[config.mk]
export PLATFORM = sky130hd
export DESIGN_NAME = kernel_launch_queue
export DESIGN_NICKNAME = d
export VERILOG_FILES = /design/src/rtl/kernel_launch_queue.sv
export SDC_FILE = /design/constraint.sdc
export NUM_CORES = 1
export LEC_CHECK = 0
export CAP_MARGIN = 0
export CORE_MARGIN = 5
export CORE_UTILIZATION = 45
export CTS_BUF_LIST = sky130_fd_sc_hd__clkbuf_16
export DETAILED_ROUTE_END_ITERATION = 6
export GPL_ROUTABILITY_DRIVEN = 0
export PLACE_DENSITY = 0.67
export SLEW_MARGIN = 20
export SYNTH_ARGS = -nofsm -noshare
export SYNTH_HDL_FRONTEND = slang
export SYNTH_SLANG_ARGS = --single-unit
export TNS_END_PERCENT = 50
[constraint.sdc]
create_clock -name clk -period 6.77 [get_ports clk]
set_clock_uncertainty 0.1 [all_clocks]
set_input_delay 0.677 -clock clk [delete_from_list [all_inputs] [get_ports clk]]
set_output_delay 0.677 -clock clk [all_outputs]
set_load 0.005 [all_outputs]
[src/rtl/kernel_launch_queue.sv]
// rtl/kernel_launch_queue.sv - queued kernel launch controller with per-kernel watchdog
`ifndef INSTRUCTION_MEMORY_ADDRESS_WIDTH
`define INSTRUCTION_MEMORY_ADDRESS_WIDTH 8
`endif
`ifndef DATA_MEMORY_ADDRESS_WIDTH
`define DATA_MEMORY_ADDRESS_WIDTH 8
`endif
`ifndef DATA_WIDTH
`define DATA_WIDTH 8
`endif

package kernel_launch_pkg;
  localparam int INSTR_AW = `INSTRUCTION_MEMORY_ADDRESS_WIDTH;
  localparam int DATA_AW  = `DATA_MEMORY_ADDRESS_WIDTH;
  localparam int DATA_W   = `DATA_WIDTH;

  typedef struct packed {
    logic [INSTR_AW-1:0] base_instructions_address;
    logic [DATA_AW-1:0]  base_data_address;
    logic [DATA_W-1:0]   num_blocks;
    logic [DATA_W-1:0]   num_warps_per_block;
  } kernel_config_t;
endpackage

module kernel_launch_queue
  import kernel_launch_pkg::*;
#(
  parameter int QUEUE_DEPTH    = 4,
  parameter int TIMEOUT_CYCLES = 0,
  parameter int COUNT_WIDTH    = 16
) (
  input  logic                           clk,
  input  logic                           reset,
  input  logic                           submit_valid,
  output logic                           submit_ready,
  input  logic [INSTR_AW-1:0]            submit_base_instructions_address,
  input  logic [DATA_AW-1:0]             submit_base_data_address,
  input  logic [DATA_W-1:0]              submit_num_blocks,
  input  logic [DATA_W-1:0]              submit_num_warps_per_block,
  output kernel_config_t                 kernel_config,
  output logic                           execution_start,
  input  logic                           execution_done,
  output logic                           kernel_abort,
  output logic                           busy,
  output logic [$clog2(QUEUE_DEPTH):0]   queue_count,
  output logic [COUNT_WIDTH-1:0]         completed_count,
  output logic                           timeout_error,
  input  logic                           clear_error
);

  localparam int PTR_W = $clog2(QUEUE_DEPTH);
  localparam int WD_W  = (TIMEOUT_CYCLES > 1) ? $clog2(TIMEOUT_CYCLES) : 1;
  localparam logic [PTR_W:0] DEPTH_C = (PTR_W+1)'(QUEUE_DEPTH);

  typedef enum logic [1:0] {IDLE, RUN, RELEASE} state_t;

  state_t          state, state_next;
  kernel_config_t  mem [QUEUE_DEPTH];
  kernel_config_t  head, submit_desc;
  logic [PTR_W-1:0] wr_ptr, rd_ptr;
  logic [PTR_W:0]   count;
  logic [WD_W-1:0]  wd_cnt, wd_next;
  logic             push, pop, retire, timeout_fire;

  assign submit_desc = {submit_base_instructions_address, submit_base_data_address,
                        submit_num_blocks, submit_num_warps_per_block};
  assign head         = mem[rd_ptr];
  assign submit_ready = (count < DEPTH_C);
  assign push         = submit_valid && submit_ready;
  assign pop          = (state == IDLE) && (count != '0);
  assign queue_count  = count;
  assign execution_start = (state == RUN);
  assign busy         = (count != '0) || (state != IDLE);

  always_comb begin
    state_next   = state;
    wd_next      = wd_cnt;
    retire       = 1'b0;
    timeout_fire = 1'b0;
    case (state)
      IDLE: begin
        if (pop) begin
          wd_next = '0;
          // Zero-block launches retire immediately without ever starting the gpu.
          if (head.num_blocks == '0) retire = 1'b1;
          else state_next = RUN;
        end
      end
      RUN: begin
        wd_next = wd_cnt + WD_W'(1);
        if (execution_done) begin
          state_next = RELEASE;
          retire     = 1'b1;
        end else if ((TIMEOUT_CYCLES != 0) && (wd_cnt == WD_W'(TIMEOUT_CYCLES - 1))) begin
          state_next   = RELEASE;
          retire       = 1'b1;
          timeout_fire = 1'b1;
        end
      end
      RELEASE: begin
        if (!execution_done) state_next = IDLE;
      end
      default: state_next = IDLE;
    endcase
  end

  always_ff @(posedge clk) begin
    if (!reset) begin
      state           <= IDLE;
      wr_ptr          <= '0;
      rd_ptr          <= '0;
      count           <= '0;
      wd_cnt          <= '0;
      kernel_config   <= '0;
      completed_count <= '0;
      kernel_abort    <= 1'b0;
      timeout_error   <= 1'b0;
    end else begin
      state        <= state_next;
      wd_cnt       <= wd_next;
      kernel_abort <= timeout_fire;
      if (push) begin
        mem[wr_ptr] <= submit_desc;
        wr_ptr      <= wr_ptr + PTR_W'(1);
      end
      if (pop) begin
        kernel_config <= head;
        rd_ptr        <= rd_ptr + PTR_W'(1);
      end
      case ({push, pop})
        2'b10:   count <= count + (PTR_W+1)'(1);
        2'b01:   count <= count - (PTR_W+1)'(1);
        default: count <= count;
      endcase
      if (retire) completed_count <= completed_count + COUNT_WIDTH'(1);
      // A fresh timeout outranks a simultaneous clear.
      if (timeout_fire)     timeout_error <= 1'b1;
      else if (clear_error) timeout_error <= 1'b0;
    end
  end

endmodule

==> flow_summary_export.csv, run 1 <==
group,metric,value,unit
critical_path,rrSetupSlack,3140,ps
synthesis,netlist-cell-type-count,36,
floorplan,row_count,46,
synthesis,ys_ff_latch,187,
timing,fmax,275.7,MHz
synthesis,seq_area_frac_synth,0.6993,
clock_tree,cts.sink_count,187,
clock_tree,postCtsSetupBuffers,0,
critical_path,required,7010,ps
critical_path,worstReg2RegStart,"queue_count[2]",
synthesis,synthCells,491,
timing,finalCritPeriodShare,0.5357,
final_layout,layout-drive-gt1-share,0.1154,
critical_path,cp_slowest_cell,"a31oi_1",
detailed_routing,wire_per_inst,17.86,um
critical_path,cp-startpoint,"queue_count[2]",
critical_path,rr_endpoint,"completed_count[3]",
floorplan,die_width,136.4,um
final_layout,area_growth,22.50,%
clock_tree,tritoncts,"done",
run,drv_cap,0,
status,status,"finished clean",
global_routing,grt_pass1_vias,4349,
placed_design,dp.final_hpwl,8885,um
critical_path,critical_path.cell_chain,"nor3_1, nand2b_2, clkinv_1, a31oi_1, o21ai_0, a21oi_1",
placed_design,place_inst,773,
timing,finalSetupViolCount,0,
power,power.leakage,2.866,nW
detailed_routing,wirelength,14380,um
critical_path,criticalPathCategory,"flip-flop to flip-flop",
final_layout,nNetsFinal,620,
global_routing,grt_use_total,0.1627,
timing,report.final.slew_viol_count,0,
clock_tree,path_clk_slew,60,ps
synthesis,synth_enable_flop_cells,128,
synthesis,synth_flop_cell,"edfxtp_1",
global_routing,grt_max_degree,48,
global_routing,grt_pass1_wl,22820,um
timing,final.min_clock_period,3627,ps
floorplan,die_area,18600,um^2
critical_path,crit_fanout,33,
clock_tree,ctsResizeCount,0,
critical_path,crit_arrival,3870,ps
detailed_routing,detail-route-antenna-nets,0,
global_routing,antenna_found_initial,2,
final_layout,n_antenna_cell,0,
placed_design,portBuffers,89,
critical_path,cp-start-kind,"flip-flop",
critical_path,cp-endpoint,"completed_count[3]",
clock_tree,cts_buffers,17,
final_layout,fin_cells,805,
power,power_density,360.7,nW/um^2
floorplan,die_height,136.4,um
critical_path,rr_worst_depth,6,
detailed_routing,num_vias,4256,
floorplan,initial_core_util,0.4556,
worst_hold_path,worstHoldStart,"kernel_config[5]",
final_layout,most-common-layout-cells,"128 x edfxtp_1, 89 x clkdlybuf4s50_1, 83 x nand2_1",
timing,rsz0062_at_grt,"no",
timing,tns,0,ps
timing,worst_pin_slew,929.2,ps
synthesis,netlist_area,7186,um^2
timing,slew_headroom,0.3777,
floorplan,io-pin-count,93,
detailed_routing,firstDrtPassIters,4,
critical_path,cp-end-kind,"flip-flop",
critical_path,cpPeakStageDelay,950,ps
synthesis,syn_area_per_cell,14.63,um^2
synthesis,yosysWarnings,0,
worst_hold_path,hp-class,"flip-flop to flip-flop",
floorplan,core_area,15770,um^2
timing,hold_viol_final,0,
synthesis,synthArstFlopShare,0,
detailed_routing,drtIter0Drc,341,
global_routing,grt.overflow.total,0,
clock_tree,clockRootBuffer,"clkbuf_16",
final_layout,fillCellCount,1319,
clock_tree,insertion_delay,430,ps
clock_tree,holdBufCountCts,0,
clock_tree,htree_levels,4,
detailed_routing,vias_per_cell,5.287,
clock_tree,cts.path.max_buffers,2,
power,ir_drop,209.9,uV
timing,hold-worst-slack,354.6,ps
final_layout,utilization,0.5582,
final_layout,layout_commonest_cell,"edfxtp_1",
detailed_routing,drc,0,
through the flow:
stage | power, mW | setup WS (ps) | instance area [um^2]
floorplan | 1.934 | 3959 | 7189
global placement | 2.274 | 3294 | 8258
detailed placement | 2.297 | 3146 | 8258
CTS | 3.217 | 3113 | 8802
global route | 3.352 | 2689 | 8802
finish | 3.175 | 3143 | 8802
area by class of cell:
cell class,count,area [um^2],share of cell area
flip-flops and latches,187,5027,0.5711
multi-input cells,268,2009,0.2283
clock buffers,17,425.4,0.04833
clock inverters,15,118.9,0.01350
repair buffers,92,913.4,0.1038
inverters,10,37.54,0.004264
well taps,216,270.3,0.03070
sequential cells by signal, indices dropped and copies added (netlist names), named ones only:
| signal | count |
|---|---|
| state | 2 |
| wr_ptr | 2 |
| completed_count | 16 |
| rd_ptr | 2 |
| kernel_config | 32 |
| queue_count | 3 |
| mem | 128 |
routing by layer:
metal / part of all wire / routed length [um] / vias to the layer above / GRT usage
li1: - / - / 1984 / -
met1: 0.43 / 6130 / 2140 / 0.2068
met2: 0.50 / 7225 / 105 / 0.2647
met3: 0.053 / 757 / 23 / 0.05070
met4: 0.017 / 242 / 4 / 0.05767
met5: 0.0015 / 21 / - / 0
cells in the mapped netlist (3+ instances only):
library cell / instances / area share
buf_1: 6 / 0.0031
xor2_1: 5 / 0.0061
mux4_2: 32 / 0.10
nand3_1: 12 / 0.0084
clkbuf_1: 16 / 0.0084
inv_1: 9 / 0.0047
nand2_1: 83 / 0.043
nand4_1: 8 / 0.0070
and3_1: 9 / 0.0078
dfxtp_1: 59 / 0.16
edfxtp_1: 128 / 0.53
nand2b_1: 10 / 0.0087
o21ai_0: 13 / 0.0091
nor2b_1: 3 / 0.0026
a21oi_1: 41 / 0.029
nor2_1: 13 / 0.0068
ha_1: 6 / 0.010
mux2i_1: 9 / 0.013
or3_1: 6 / 0.0052
worst min path at each step:
stage	slack [ps]	cells after the start	end
after global placement	350	2	kernel_config[21]
after CTS	360	2	kernel_config[5]
after floorplan	350	2	kernel_config[0]
after global routing	380	2	kernel_config[18]
final	350	2	kernel_config[5]
after detailed placement	350	2	kernel_config[5]
cell families after synthesis:
| logic type | after synthesis | share of synthesized area |
|---|---|---|
| and+or+nand+nor | 153 | 0.1013 |
| other | 1 | 0.0005219 |
| xor gates and xnor gates | 7 | 0.008532 |
| muxes | 41 | 0.1128 |
| buffers and inverters | 37 | 0.02263 |
| AOI/OAI and AO/OA | 58 | 0.04162 |
| adders and majority gates | 7 | 0.01323 |
| DFF | 187 | 0.6993 |
power by group:
part           internal (mW)  total, mW  switching [mW]  leakage [nW]
sequential              1.38       1.48           0.103          1.64
combinational          0.392      0.775           0.382         0.944
clock                  0.529      0.921           0.392         0.279
worst max-delay path, delay by kind of cell (launching register included):
family / cells / cell delay (ps)
AO/OA/AOI/OAI: 3 / 1330
AND/OR/NAND/NOR: 2 / 900
buffers and inverters: 1 / 860
flip-flops: 1 / 350
No activity file was read; power rests on OpenSTA's default activity.
==> run 2, diff against run 1 <==
Settings changed: PLACE_DENSITY 0.67 to 0.7.
Clock period 6.77 ns to 3.1 ns, I/O delays scaled along.
==> run 2 against run 1 <==
Net effect: routed wire length rose by 0.53%; sequential cell count did not move; sequential share of layout area fell by 0.90 points; setup slack got worse by 2800 ps; power rose by 120%; sequential power rose by 120%; core utilization rose by 0.90 points; worst hold slack got worse by 1.4 ps; combinational power rose by 130%; global-route usage fell by 0.15 points; register-to-register slack got worse by 2800 ps.
==> flow_summary_export.csv, run 2 (synthesized netlist as in run 1, its figures left out) <==
group,metric,value,unit
status,status,"finished clean",
timing,finalCritPeriodShare,0.8919,
clock_tree,cts.sink_count,187,
clock_tree,holdBufCountCts,0,
run,drv_cap,0,
final_layout,layout_commonest_cell,"edfxtp_1",
timing,rsz0062_at_grt,"no",
critical_path,crit_fanout,14,
timing,finalSetupViolCount,0,
clock_tree,path_clk_slew,70,ps
timing,report.final.slew_viol_count,0,
critical_path,criticalPathCategory,"flip-flop to flip-flop",
global_routing,grt_max_degree,33,
floorplan,die_width,136.4,um
timing,final.min_clock_period,2765,ps
placed_design,dp.final_hpwl,9398,um
detailed_routing,num_vias,4231,
final_layout,top_regs,"mem x128, kernel_config x32, completed_count x16",
clock_tree,ctsResizeCount,0,
timing,hold-worst-slack,353.3,ps
power,power,7.055,mW
placed_design,place_inst,781,
power,power.leakage,2.915,nW
power,clock_power_share,0.296,
placed_design,portBuffers,89,
critical_path,required,3350,ps
clock_tree,htree_levels,4,
clock_tree,clockRootBuffer,"clkbuf_16",
floorplan,core_area,15770,um^2
timing,slew_headroom,0.3881,
floorplan,row_count,46,
critical_path,cp-start-kind,"flip-flop",
clock_tree,cts.path.max_buffers,2,
final_layout,layout-drive-gt1-share,0.1407,
power,p_switching,1.977,mW
clock_tree,postCtsSetupBuffers,0,
final_layout,largest_reg_flops,128,
final_layout,area_growth,24.46,%
final_layout,n_antenna_cell,0,
final_layout,registers.top_by_ff_count,"mem",
floorplan,initial_core_util,0.4556,
floorplan,io-pin-count,93,
detailed_routing,vias_per_cell,5.204,
floorplan,die_height,136.4,um
power,internal-power,5.078,mW
timing,hold_viol_final,0,
detailed_routing,drc,0,
detailed_routing,wirelength,14450,um
timing,fmax,361.7,MHz
timing,worst_pin_slew,913.6,ps
detailed_routing,detail-route-antenna-nets,0,
power,seqPwrFrac,0.456,
final_layout,utilization,0.5671,
placed_design,placed_cell_area,8368,um^2
clock_tree,cts_buffers,17,
timing,tns,0,ps
power,power_density,788.9,nW/um^2
detailed_routing,firstDrtPassIters,4,
clock_tree,tritoncts,"done",
power,ir_drop,428.3,uV
placed_design,dp_slack,291.9,ps
critical_path,crit_arrival,3020,ps
detailed_routing,wire_per_inst,17.78,um
final_layout,most-common-layout-cells,"128 x edfxtp_1, 89 x clkdlybuf4s50_1, 83 x nand2_1",
global_routing,grt.overflow.total,0,
timing,layout_setup_ws,335.1,ps
floorplan,die_area,18600,um^2
power,p_sw_frac,0.2802,
global_routing,grt_pass1_wl,22580,um
global_routing,grt_use_total,0.1612,
final_layout,fin_cells,813,
power,comb_power_share,0.247,
final_layout,nNetsFinal,628,
global_routing,grt_pass1_vias,4418,
clock_tree,insertion_delay,420,ps
global_routing,antenna_found_initial,0,
final_layout,final_cell_area,8944,um^2
critical_path,cp-end-kind,"flip-flop",
detailed_routing,drtIter0Drc,312,
worst_hold_path,hp-class,"flip-flop to flip-flop",
==> run 2: cell count changes in the layout (fill, tap and decap cells not counted), moves of 3 or more <==
cell / previous run / this run
clkinvlp_4: 2 / 5
buf_12: 0 / 4
clkinv_1: 5 / 1
buf_4: 3 / 7
inv_1: 13 / 9
==> run 2: worst paths after layout <==
path	start	to	slack, ps	cells past startpoint
worst max register to register	flip-flop	completed_count[3]	340	5
worst min-delay path	kernel_config[20]	kernel_config[20]	350	2
worst min register to register	kernel_config[20]	kernel_config[20]	350	2
worst max-delay path	flip-flop	completed_count[3]	340	5
==> run 2: area by class of cell <==
type,instances,area [um^2]
well taps,216,270.3
clock buffers,17,425.4
fillers,1268,6827
inverters,10,37.54
repair buffers,100,1023
multi-input cells,268,2009
clock inverters,15,150.1
flip-flops and latches,187,5027
==> run 2: power by group through the flow <==
stage | registers, mW | logic (mW) | clock network (mW)
final | 3.22 | 1.75 | 2.09
after global routing | 3.26 | 1.93 | 2.24
after CTS | 3.22 | 1.79 | 2.13
after detailed placement | 3.28 | 1.78 | 0
after global placement | 3.26 | 1.74 | 0
after floorplan | 3.21 | 1.01 | 0
==> run 2: critical path, cell delays in order (launching register included) <==
cell     delay [ps]
dfxtp_2         640
mux4_2          590
nor4_2          390
a31oi_1         380
or3_1           450
a21oi_1         150
==> run 2: metal layers <==
metal,track usage,vias to the layer above,part of all wire
met5,0,-,0
met4,0.06271,0,0.019
met3,0.04293,19,0.053
met2,0.2777,116,0.51
met1,0.1935,2094,0.42
li1,-,2002,-
==> run 3, diff against run 2 <==
Settings changed: REMOVE_ABC_BUFFERS from default to 1.
==> run 3 against run 2 <==
Net effect: sequential power about the same; non-clock buffer count unchanged; via count up 1.7%; first-iteration DRC count down 34%; worst hold slack better by 1.8 ps; sequential cell count unchanged.
==> flow_summary_export.csv, run 3 (synthesized netlist as in run 1, its figures left out) <==
group,metric,value,unit
critical_path,rr_worst_depth,5,
power,p_switching,2.001,mW
timing,finalCritPeriodShare,0.8461,
critical_path,criticalPathCategory,"flip-flop to flip-flop",
worst_hold_path,hp-class,"flip-flop to flip-flop",
clock_tree,path_clk_slew,70,ps
detailed_routing,num_vias,4301,
critical_path,cpPeakStageDelay,590,ps
final_layout,n_antenna_cell,0,
detailed_routing,firstDrtPassIters,4,
critical_path,crit_buf_inv,0,
floorplan,core_area,15770,um^2
global_routing,antenna_found_initial,0,
critical_path,crit_arrival,2860,ps
final_layout,area_growth,24.76,%
global_routing,grt.overflow.total,0,
timing,slew_headroom,0.3626,
clock_tree,cts.path.max_buffers,2,
power,power,7.164,mW
timing,fmax,381.3,MHz
placed_design,placed_cell_area,8368,um^2
timing,tns,0,ps
final_layout,registers.top_by_ff_count,"mem",
timing,hold_viol_final,0,
clock_tree,cts_buffers,17,
critical_path,cp-end-kind,"flip-flop",
floorplan,row_count,46,
clock_tree,htree_levels,4,
power,ir_drop,462.6,uV
floorplan,die_area,18600,um^2
detailed_routing,drtIter0Drc,206,
critical_path,worst-path-stages,5,
clock_tree,ctsResizeCount,0,
timing,rsz0062_at_grt,"no",
global_routing,grt_pass1_wl,23580,um
clock_tree,cts.sink_count,187,
power,seqPwrFrac,0.448,
status,status,"finished clean",
worst_hold_path,worstHoldStart,"kernel_config[20]",
critical_path,required,3340,ps
clock_tree,tritoncts,"done",
timing,report.final.slew_viol_count,0,
critical_path,cp-start-kind,"flip-flop",
clock_tree,holdBufCountCts,0,
final_layout,layout_commonest_cell,"edfxtp_1",
floorplan,die_height,136.4,um
final_layout,layout-drive-gt1-share,0.1390,
clock_tree,insertion_delay,420,ps
power,internal-power,5.163,mW
critical_path,cp_slowest_cell,"mux4_2",
critical_path,crit_fanout,13,
final_layout,largest_reg_flops,128,
critical_path,critical_path.cell_chain,"mux4_2, nor4_2, a31oi_1, or3_1, a21oi_1",
worst_hold_path,hold_depth,2,
final_layout,final_cell_area,8965,um^2
clock_tree,clockRootBuffer,"clkbuf_16",
timing,worst_pin_slew,954.7,ps
critical_path,cp_top_family,"simple AND/OR/NAND/NOR gates",
critical_path,rr_endpoint,"completed_count[3]",
power,power_density,799.1,nW/um^2
critical_path,rrSetupSlack,480,ps
power,p_sw_frac,0.2794,
global_routing,grt_max_degree,48,
detailed_routing,wirelength,14770,um
placed_design,portBuffers,89,
global_routing,grt_pass1_vias,4509,
detailed_routing,wire_per_inst,18.17,um
floorplan,initial_core_util,0.4556,
placed_design,dp.final_hpwl,9379,um
detailed_routing,drc,0,
clock_tree,postCtsSetupBuffers,0,
final_layout,most-common-layout-cells,"128 x edfxtp_1, 89 x clkdlybuf4s50_1, 83 x nand2_1",
worst_hold_path,min_to,"kernel_config[20]",
timing,finalSetupViolCount,0,
floorplan,die_width,136.4,um
final_layout,top_regs,"mem x128, kernel_config x32, completed_count x16",
detailed_routing,vias_per_cell,5.290,
run,drv_cap,0,
power,clock_power_share,0.305,
power,power.leakage,2.932,nW
floorplan,io-pin-count,93,
final_layout,nNetsFinal,628,
power,comb_power_share,0.247,
global_routing,grt_use_total,0.1678,
timing,final.min_clock_period,2623,ps
detailed_routing,detail-route-antenna-nets,0,
-- run 3: cell count changes in the layout (fill, tap and decap cells not counted), sizes merged --
cell and delta:
inv +1, clkinvlp -2, bufinv +1
-- run 3: worst max-delay path by stage --
stage                    endpoint           start  slack (ps)
2_1_floorplan      queue_count[2]  queue_count[0]        -450
3_3_place_gp   completed_count[3]       flip-flop         560
3_5_place_dp   completed_count[3]       flip-flop         490
4_1_cts        completed_count[3]       flip-flop         440
5_1_grt        completed_count[4]       flip-flop         290
6_report       completed_count[3]       flip-flop         480
-- run 3: worst register-to-register path: cells and delay by family (launching register included) --
family	cells	cell delay, ps
AOI/OAI and AO/OA	2	500
DFF	1	530
muxes	1	600
and+or+nand+nor	2	820
-- run 3: cell type report --
class	instances	area, um^2
Clock buffer	17	425.4
Clock inverter	15	171.4
Fill cell	1259	6805
Inverter	10	37.54
Multi-Input combinational cell	268	2009
Sequential cell	187	5027
Tap cell	216	270.3
Timing Repair Buffer	100	1023
-- run 3: layer usage --
layer	global-route usage	share of wire
met1	0.2107	0.43
met2	0.2832	0.49
met3	0.04293	0.053
met4	0.05935	0.018
met5	0	0
-- run 3: stage by stage --
| step | std cells | utilization | setup WS [ps] | hold slack [ps] |
|---|---|---|---|---|
| floorplan | 465 | - | -449.7 | 308.9 |
| finish | 813 | 0.5685 | 477.1 | 355.1 |
| global placement | 781 | 0.5306 | 563.9 | 344.4 |
| detailed placement | 781 | 0.5306 | 488.7 | 349.2 |
| global route | 813 | 0.5685 | 294.4 | 374.3 |
| CTS | 813 | 0.5685 | 440.4 | 357.7 |
-- run 3: power by group through the flow --
stage | clock [mW] | sequential (mW) | combinational, mW
2_1_floorplan | 0 | 3.29 | 0.870
3_3_place_gp | 0 | 3.24 | 1.76
3_5_place_dp | 0 | 3.26 | 1.81
4_1_cts | 2.23 | 3.21 | 1.82
5_1_grt | 2.33 | 3.25 | 1.95
6_report | 2.19 | 3.21 | 1.77
